**config.mk**
```make
export PLATFORM = sky130hd
export DESIGN_NAME = change_logger
export DESIGN_NICKNAME = d
export VERILOG_FILES = /design/src/rtl/change_logger_pkg.sv /design/src/rtl/change_logger_fifo.sv /design/src/rtl/change_logger.sv
export SDC_FILE = /design/constraint.sdc
export NUM_CORES = 1
export LEC_CHECK = 0
export ABC_CLOCK_PERIOD_IN_PS = 7550
export CAP_MARGIN = 0
export CORE_AREA = 4 4 228 230
export CTS_CLUSTER_DIAMETER = 30
export DETAILED_ROUTE_END_ITERATION = 7
export DIE_AREA = 0 0 232 234
export SLEW_MARGIN = 20
export SYNTH_ARGS = -nofsm -noshare
export SYNTH_HDL_FRONTEND = slang
export SYNTH_SLANG_ARGS = --single-unit
```
**constraint.sdc**
```tcl
create_clock -name clk -period 7.55 [get_ports clk]
set_input_delay 0.755 -clock clk [delete_from_list [all_inputs] [get_ports clk]]
set_output_delay 0.755 -clock clk [all_outputs]
set_load 0.005 [all_outputs]
```
**src/rtl/change_logger_pkg.sv**
```systemverilog
// change_logger_pkg: shared state enum, default sizes and log entry layout.
// CHANGE_DEBUG_EN adds a 32-bit debug field to each entry.
package change_logger_pkg;
  localparam int DEPTH_DEF = 8;
  localparam int TS_W_DEF  = 16;
  typedef enum logic {BASELINE, RUN} state_e;
  typedef struct packed {
    logic [31:0]         value;
    logic [TS_W_DEF-1:0] stamp;
`ifdef CHANGE_DEBUG_EN
    logic [31:0]         debug;
`endif
  } log_entry_t;
endpackage

```
**src/rtl/change_logger_fifo.sv**
```systemverilog
// cl_fifo: synchronous show-ahead FIFO; dout presents the head and reads as zero when empty.
module cl_fifo
  import change_logger_pkg::*;
#(
  parameter int  DEPTH = DEPTH_DEF,
  parameter type T     = log_entry_t,
  localparam int AW    = $clog2(DEPTH)
) (
  input  logic        clk,
  input  logic        reset,
  input  logic        push,
  input  logic        pop,
  input  T            din,
  output T            dout,
  output logic [AW:0] level,
  output logic        full,
  output logic        empty
);
  T mem_q [DEPTH];
  logic [AW-1:0] rd_q, wr_q;
  logic [AW:0] level_q;
  logic do_pop, do_push;
  assign empty   = level_q == '0;
  assign full    = level_q == (AW+1)'(DEPTH);
  assign do_pop  = pop && !empty;
  assign do_push = push && (!full || do_pop);
  assign level   = level_q;
  assign dout    = empty ? '0 : mem_q[rd_q];
  always_ff @(posedge clk or posedge reset)
    if (reset) begin
      rd_q    <= '0;
      wr_q    <= '0;
      level_q <= '0;
    end else begin
      rd_q    <= rd_q + AW'(do_pop);
      wr_q    <= wr_q + AW'(do_push);
      level_q <= level_q + (AW+1)'(do_push) - (AW+1)'(do_pop);
    end
  always_ff @(posedge clk)
    if (do_push) mem_q[wr_q] <= din;
endmodule

```
**src/rtl/change_logger.sv**
```systemverilog
// change_logger: logs every change of value with a wrapping timestamp into a show-ahead FIFO.
// CHANGE_DEBUG_EN: each entry also carries debug; otherwise out_debug is tied to 0.
module change_logger
  import change_logger_pkg::*;
#(
  parameter int DEPTH = DEPTH_DEF,
  parameter int TS_W  = TS_W_DEF
) (
  input  logic                   clk,
  input  logic                   reset,
  input  logic [31:0]            value,
  input  logic [31:0]            debug,
  output logic                   out_valid,
  input  logic                   out_ready,
  output logic [31:0]            out_value,
  output logic [TS_W-1:0]        out_stamp,
  output logic [31:0]            out_debug,
  output logic [$clog2(DEPTH):0] level,
  output logic                   overflow
);
  typedef struct packed {
    logic [31:0]     value;
    logic [TS_W-1:0] stamp;
`ifdef CHANGE_DEBUG_EN
    logic [31:0]     debug;
`endif
  } entry_t;
  state_e state_q;
  logic [31:0] prev_q;
  logic [TS_W-1:0] stamp_q;
  logic overflow_q, overflow_d, change, pop, push, full, empty;
  entry_t din, dout;
  assign change     = state_q == RUN && value != prev_q;
  assign pop        = out_valid && out_ready;
  assign push       = change && (!full || pop);
  assign overflow_d = overflow_q || (change && !push);
  // prev tracks value every cycle, so a dropped event still updates the baseline
  always_ff @(posedge clk or posedge reset)
    if (reset) begin
      state_q    <= BASELINE;
      prev_q     <= '0;
      stamp_q    <= '0;
      overflow_q <= 1'b0;
    end else begin
      state_q    <= RUN;
      prev_q     <= value;
      stamp_q    <= stamp_q + 1'b1;
      overflow_q <= overflow_d;
    end
  cl_fifo #(.DEPTH(DEPTH), .T(entry_t)) u_fifo (
    .clk   (clk),
    .reset (reset),
    .push  (push),
    .pop   (pop),
    .din   (din),
    .dout  (dout),
    .level (level),
    .full  (full),
    .empty (empty)
  );
  assign out_valid = !empty;
  assign out_value = dout.value;
  assign out_stamp = dout.stamp;
  assign overflow  = overflow_q;
`ifdef CHANGE_DEBUG_EN
  assign din       = {value, stamp_q, debug};
  assign out_debug = dout.debug;
`else
  logic unused_debug;
  assign unused_debug = ^debug;
  assign din          = {value, stamp_q};
  assign out_debug    = '0;
`endif
endmodule
```
==> results of run 1 <==
[power groups by stage]
stage | combinational [uW] | sequential, uW | clock [uW]
after detailed placement | 2160 | 3410 | 0
final | 2170 | 3310 | 3560
after CTS | 2180 | 3370 | 3630
after global placement | 2160 | 3400 | 0
after global routing | 2380 | 3350 | 3760
after floorplan | 1410 | 3160 | 0
[metal layers]
layer	global-route usage, %	vias to the layer above
met5	0	-
met4	3.72	2
met3	3.07	61
met2	22.1	206
met1	17.1	4190
li1	-	3559
[stage by stage]
stage                     std cells  worst slack, ps  hold slack, ps
after floorplan                 860              915             463
after global placement         1566             3530             484
after detailed placement       1566             3510             497
after CTS                      1713             2990             502
after global routing           1714             3000             519
final                          1714             3160             509
[cells by family (layout without fill, tap and decap cells)]
kind of cell             Yosys count  in the layout  share of synthesized area [%]
AND/OR/NAND/NOR                   94             94                           2.64
multiplexers                     144            144                           15.3
AO/OA/AOI/OAI                      5              5                          0.305
buffers and inverters             78            260                           2.75
other                              2             33                         0.0435
XOR/XNOR                          50             50                           2.54
adder cells (fa/ha/maj)           12             12                          0.913
flip-flops                       444            444                           75.5
[final timing paths]
kind	endpoint	depth (start not counted)	slack, ps
max	out_stamp[5]	5	3160
min	overflow	1	510
max reg2reg	u_fifo.level[2]	11	4430
min reg2reg	overflow	1	510
max in group asynchronous	u_fifo.rd_q[1]	3	6080
min in group asynchronous	prev_q[0]	3	770
[sequential cells by signal, indices dropped and copies added, names as in the netlist]
signal        count
overflow          1
prev_q           32
stamp_q          16
state_q           1
u_fifo.level      4
u_fifo.mem_q    384
u_fifo.rd_q       3
u_fifo.wr_q       3
[cell usage after synthesis (2+ instances only)]
cell type and number:
a21oi_1 2, and2_1 2, and3_1 3, and4b_1 3
buf_2 13, buf_4 32, buf_6 6, clkbuf_1 15
conb_1 2, dfrtp_1 60, edfxtp_1 384, ha_1 11
inv_1 12, mux2i_1 48, mux4_2 96, nand2_1 5
nand3_1 9, nand4_1 10, nor2_1 56, xnor2_1 42
xor2_1 8
[layout make-up]
class,count,share of cell area (%)
multi-input combinational,338,18.1
sequential,444,60.5
timing repair buffer,101,4.69
inverter,12,0.209
clock buffer,96,9.90
clock inverter,51,2.80
tap,672,3.90
==> out/metrics.yaml, run 1 <==
detailed_routing:
  drtIter0Drc: 460
  routed_wl_um: 35400
  routed.top_layer: "met5"
  routed_via_density: 4.68
  drc: 0
  ant_nets: 0
  wl_met3_um: 1810
  dr_total_vias: 8018
  met1Wirelength_um: 15400
  dr_wl_met2_um: 17600
  first_pass_iters: 4
  wl_per_cell_um: 20.7
setup_path:
  crit_fanout: 50
  crit_required_ps: 6800
  crit_family: "buffers and inverters"
  path_buf_inv: 2
  crit_path_top_delay_cell: "dfrtp_4"
  crit_path_start: "u_fifo.rd_q[1]"
  path_class: "flip-flop to output pin"
  max_stage_delay_ps: 930
  path_cells: "buf_4 -> mux4_2 -> mux2i_1 -> nor2_1 -> clkdlybuf4s50_1"
  rr_startpoint: "u_fifo.level[2]"
  cp-start-kind: "flip-flop"
  worstSetupEndpointType: "output pin"
  crit_arrival_ps: 3630
finish:
  regArea_mm2: 0.0130
  fill_cells: 4324
  final_common_cell: "edfxtp_1"
  antennaDiodeCount: 0
  layout.nets: 1056
  final_util_pct: 43.3
  stdcell_area_mm2: 0.0216
  layout-drive-gt1-share_pct: 24.7
  synthToLayoutAreaGrowth_pct: 25.0
  multiInputGateArea_mm2: 0.00389
  final_cell_mix: "384 x edfxtp_1, 96 x mux4_2, 88 x clkdlybuf4s50_1, 82 x clkbuf_16, 57 x dfrtp_1"
cts:
  cts_tree: "built"
  clockRootBuffer: "clkbuf_16"
  hold_buffers: 0
  clkLatencyLatePin_ps: 560
  clk_path_buf_depth: 3
  numCtsBuffers: 80
  cts_setup_buffers: 0
  clk_pin_slew_worst_paths_ps: 50
  cts.sinks: 444
  cts-resized-gates: 0
  htree_levels: 3
synthesis:
  yosysSeqAreaShare_pct: 75.5
  synth_top_area_share_pct: 66.8
  synth-edff-count: 384
  ys.flop_type: "edfxtp_1"
  synthArstFlopShare_pct: 13.5
  synth_area_leaders: "edfxtp_1 67%, mux4_2 13%, dfrtp_1 8.7%, mux2i_1 2.8%, xnor2_1 2.1%"
  syn_area_per_cell_um2: 20.8
  ys_types: 31
  ys_ff_latch: 444
  synth_cells: 829
  yosysTopAreaCell: "edfxtp_1"
  syn_area_mm2: 0.0173
  synth_warnings: 0
global_routing:
  grtUsageTotal_pct: 13.1
  grt_pass1_wl_um: 53400
  grt_max_degree: 61
  antenna_found_initial: 1
  grt_pass1_vias: 8704
  grt-ovfl-total: 0
placed_design:
  placed_area_mm2: 0.0188
  io_buffers: 88
  gp_congestion: 0.692
  dp_hpwl_um: 18400
sta:
  fin_crit_sh_pct: 58.1
  tns_ps: 0
  fin_skew_ps: 23.7
  max_slew_margin_pct: 26.9
  fmax_mhz: 228
  slew_viol_final: 0
  worst_slew_pin_slew_ps: 1100
  finalSetupViolations: 0
  post-route-min-period_ps: 4390
  finalHoldViolCount: 0
  rsz0062_at_grt: "no"
power_and_ir_drop:
  seqPwrFrac_pct: 36.7
  vdd_drop_max_v: 0.000212
  power_uw: 9040
  switching_share_pct: 26.8
  power.density_mw_per_mm2: 419
  power.internal_uw: 6620
  p_clk_share_pct: 39.4
  combPwrFrac_pct: 24.0
  power.switching_uw: 2420
  leakage_uw: 0.00745
die:
  die_w_um: 232
  die_h_um: 234
  core_area_mm2: 0.0499
  die_area_mm2: 0.0543
  io_pins: 153
  start_util_pct: 34.6
  num_rows: 82
status:
  outcome: "finished clean"
job:
  max_cap_violations: 0
hold_path:
  hold_class: "flip-flop to flip-flop"
  min_from: "state_q"
(Power assumes the default switching activity.)
==> inputs of run 2 (changes only) <==
--- a/config.mk
+++ b/config.mk
@@ -5,7 +5,7 @@
 export SDC_FILE = /design/constraint.sdc
 export NUM_CORES = 1
 export LEC_CHECK = 0
-export ABC_CLOCK_PERIOD_IN_PS = 7550
+export ABC_CLOCK_PERIOD_IN_PS = 3500
 export CAP_MARGIN = 0
 export CORE_AREA = 4 4 228 230
 export CTS_CLUSTER_DIAMETER = 30
==> constraint.sdc (replaced) <==
create_clock -name clk -period 3.5 [get_ports clk]
set_input_delay 0.35 -clock clk [delete_from_list [all_inputs] [get_ports clk]]
set_output_delay 0.35 -clock clk [all_outputs]
set_load 0.005 [all_outputs]
==> out/metrics.yaml, run 2 (synthesis gave the netlist of run 1 again) <==
finish:
  largest_reg_flops: 384
  synthToLayoutAreaGrowth_pct: 31.4
  final_cell_mix: "384 x edfxtp_1, 96 x mux4_2, 96 x clkbuf_16, 88 x clkdlybuf4s50_1, 57 x dfrtp_1"
  stdcell_area_mm2: 0.0227
  antennaDiodeCount: 0
  layout-drive-gt1-share_pct: 29.2
  layout.nets: 1113
  reg_top3: "u_fifo.mem_q (384), prev_q (32), stamp_q (16)"
  regMostFlops: "u_fifo.mem_q"
  final_common_cell: "edfxtp_1"
detailed_routing:
  drc: 0
  drtIter0Drc: 623
  dr_total_vias: 8429
  routed_via_density: 4.72
  routed_wl_um: 37700
  wl_per_cell_um: 21.1
  first_pass_iters: 5
  ant_nets: 0
job:
  max_cap_violations: 0
sta:
  tns_ps: 0
  holdWs_ps: 108
  worst_slew_pin_slew_ps: 723
  fmax_mhz: 307
  finalHoldViolCount: 0
  fin_skew_ps: 31.6
  finalSetupViolations: 0
  max_slew_margin_pct: 51.4
  slew_viol_final: 0
  rsz0062_at_grt: "no"
  fin_crit_sh_pct: 93.2
  post-route-min-period_ps: 3260
die:
  die_w_um: 232
  die_h_um: 234
  num_rows: 82
  io_pins: 153
  core_area_mm2: 0.0499
  start_util_pct: 34.6
  die_area_mm2: 0.0543
global_routing:
  grt_pass1_wl_um: 56900
  grtUsageTotal_pct: 14.0
  grt-ovfl-total: 0
  grt_pass1_vias: 9067
  grt_max_degree: 44
  antenna_found_initial: 1
setup_path:
  cp-start-kind: "flip-flop"
  crit_arrival_ps: 2910
  path_class: "flip-flop to output pin"
  worstSetupEndpointType: "output pin"
  crit_fanout: 12
  crit_required_ps: 3150
cts:
  cts.sinks: 444
  cts_tree: "built"
  cts-resized-gates: 0
  hold_buffers: 0
  clk_pin_slew_worst_paths_ps: 50
  cts_setup_buffers: 0
  htree_levels: 3
  numCtsBuffers: 95
  clk_path_buf_depth: 3
  clkLatencyLatePin_ps: 610
  clockRootBuffer: "clkbuf_16"
status:
  outcome: "finished clean"
power_and_ir_drop:
  power.density_mw_per_mm2: 938
  leakage_uw: 0.00797
  vdd_drop_max_v: 0.000420
placed_design:
  io_buffers: 88
  dp_hpwl_um: 21800
  gp_congestion: 0.688
  placed_area_mm2: 0.0193
hold_path:
  hold_class: "input port to asynchronous set/reset pin"
## run 2: cell types whose count changed in the layout (fill, tap and decap cells not counted), sizes merged
cell      previous run  this run
buf                 13        54
clkbuf              96       113
clkinvlp             9        18
bufinv              10        16
clkinv              20        24
inv                 24        20
## run 2: worst max-delay path: stages, from the launching register on
cell and delay [ps]:
dfrtp_4 620, buf_4 350, mux4_2 540, mux2i_1 250, nor2_1 80, clkdlybuf4s50_1 450
## run 2: final timing paths
kind                                start               to  slack (ps)  cells after the start
hold reg to reg                   state_q         overflow         520                      1
max in group asynchronous           reset       prev_q[12]        2600                      3
min in group clk                value[21]       prev_q[21]         350                      1
setup / recovery           u_fifo.rd_q[0]     out_value[8]         240                      5
setup reg to reg                prev_q[1]  u_fifo.level[2]         790                      7
hold / removal                      reset      stamp_q[15]         110                      2
## run 2: area by class of cell
class	instances	area, um^2
timing repair buffer	143	1500
sequential	444	13000
multi-input combinational	338	3890
clock inverter	66	870
tap	672	841
inverter	12	45.0
fill	4271	27200
clock buffer	112	2480
## run 2: report_power, final
part / switching (uW) / internal, uW / total [uW] / leakage, uW
Combinational: 2390 / 2800 / 5190 / 0.00218
Clock: 2860 / 6270 / 9130 / 0.00158
Sequential: 386 / 6560 / 6950 / 0.00420
Total: 5640 / 15600 / 21300 / 0.00797
## run 2: through the flow
step	total power (uW)	util, %	worst slack, ps	cells
2_1_floorplan	9870	-	255	860
3_3_place_gp	12300	38.7	192	1608
3_5_place_dp	12400	38.7	219	1608
4_1_cts	21600	45.4	7.26	1786
5_1_grt	22300	45.5	55.2	1787
6_report	21300	45.5	239	1787
## run 2: metal layers
layer	share of wire, %	GRT usage, %	routed length, um
met1	44	18.6	16500
met2	50	23.2	18900
met3	4.9	3.51	1860
met4	1.2	3.46	456
met5	0.019	0	7
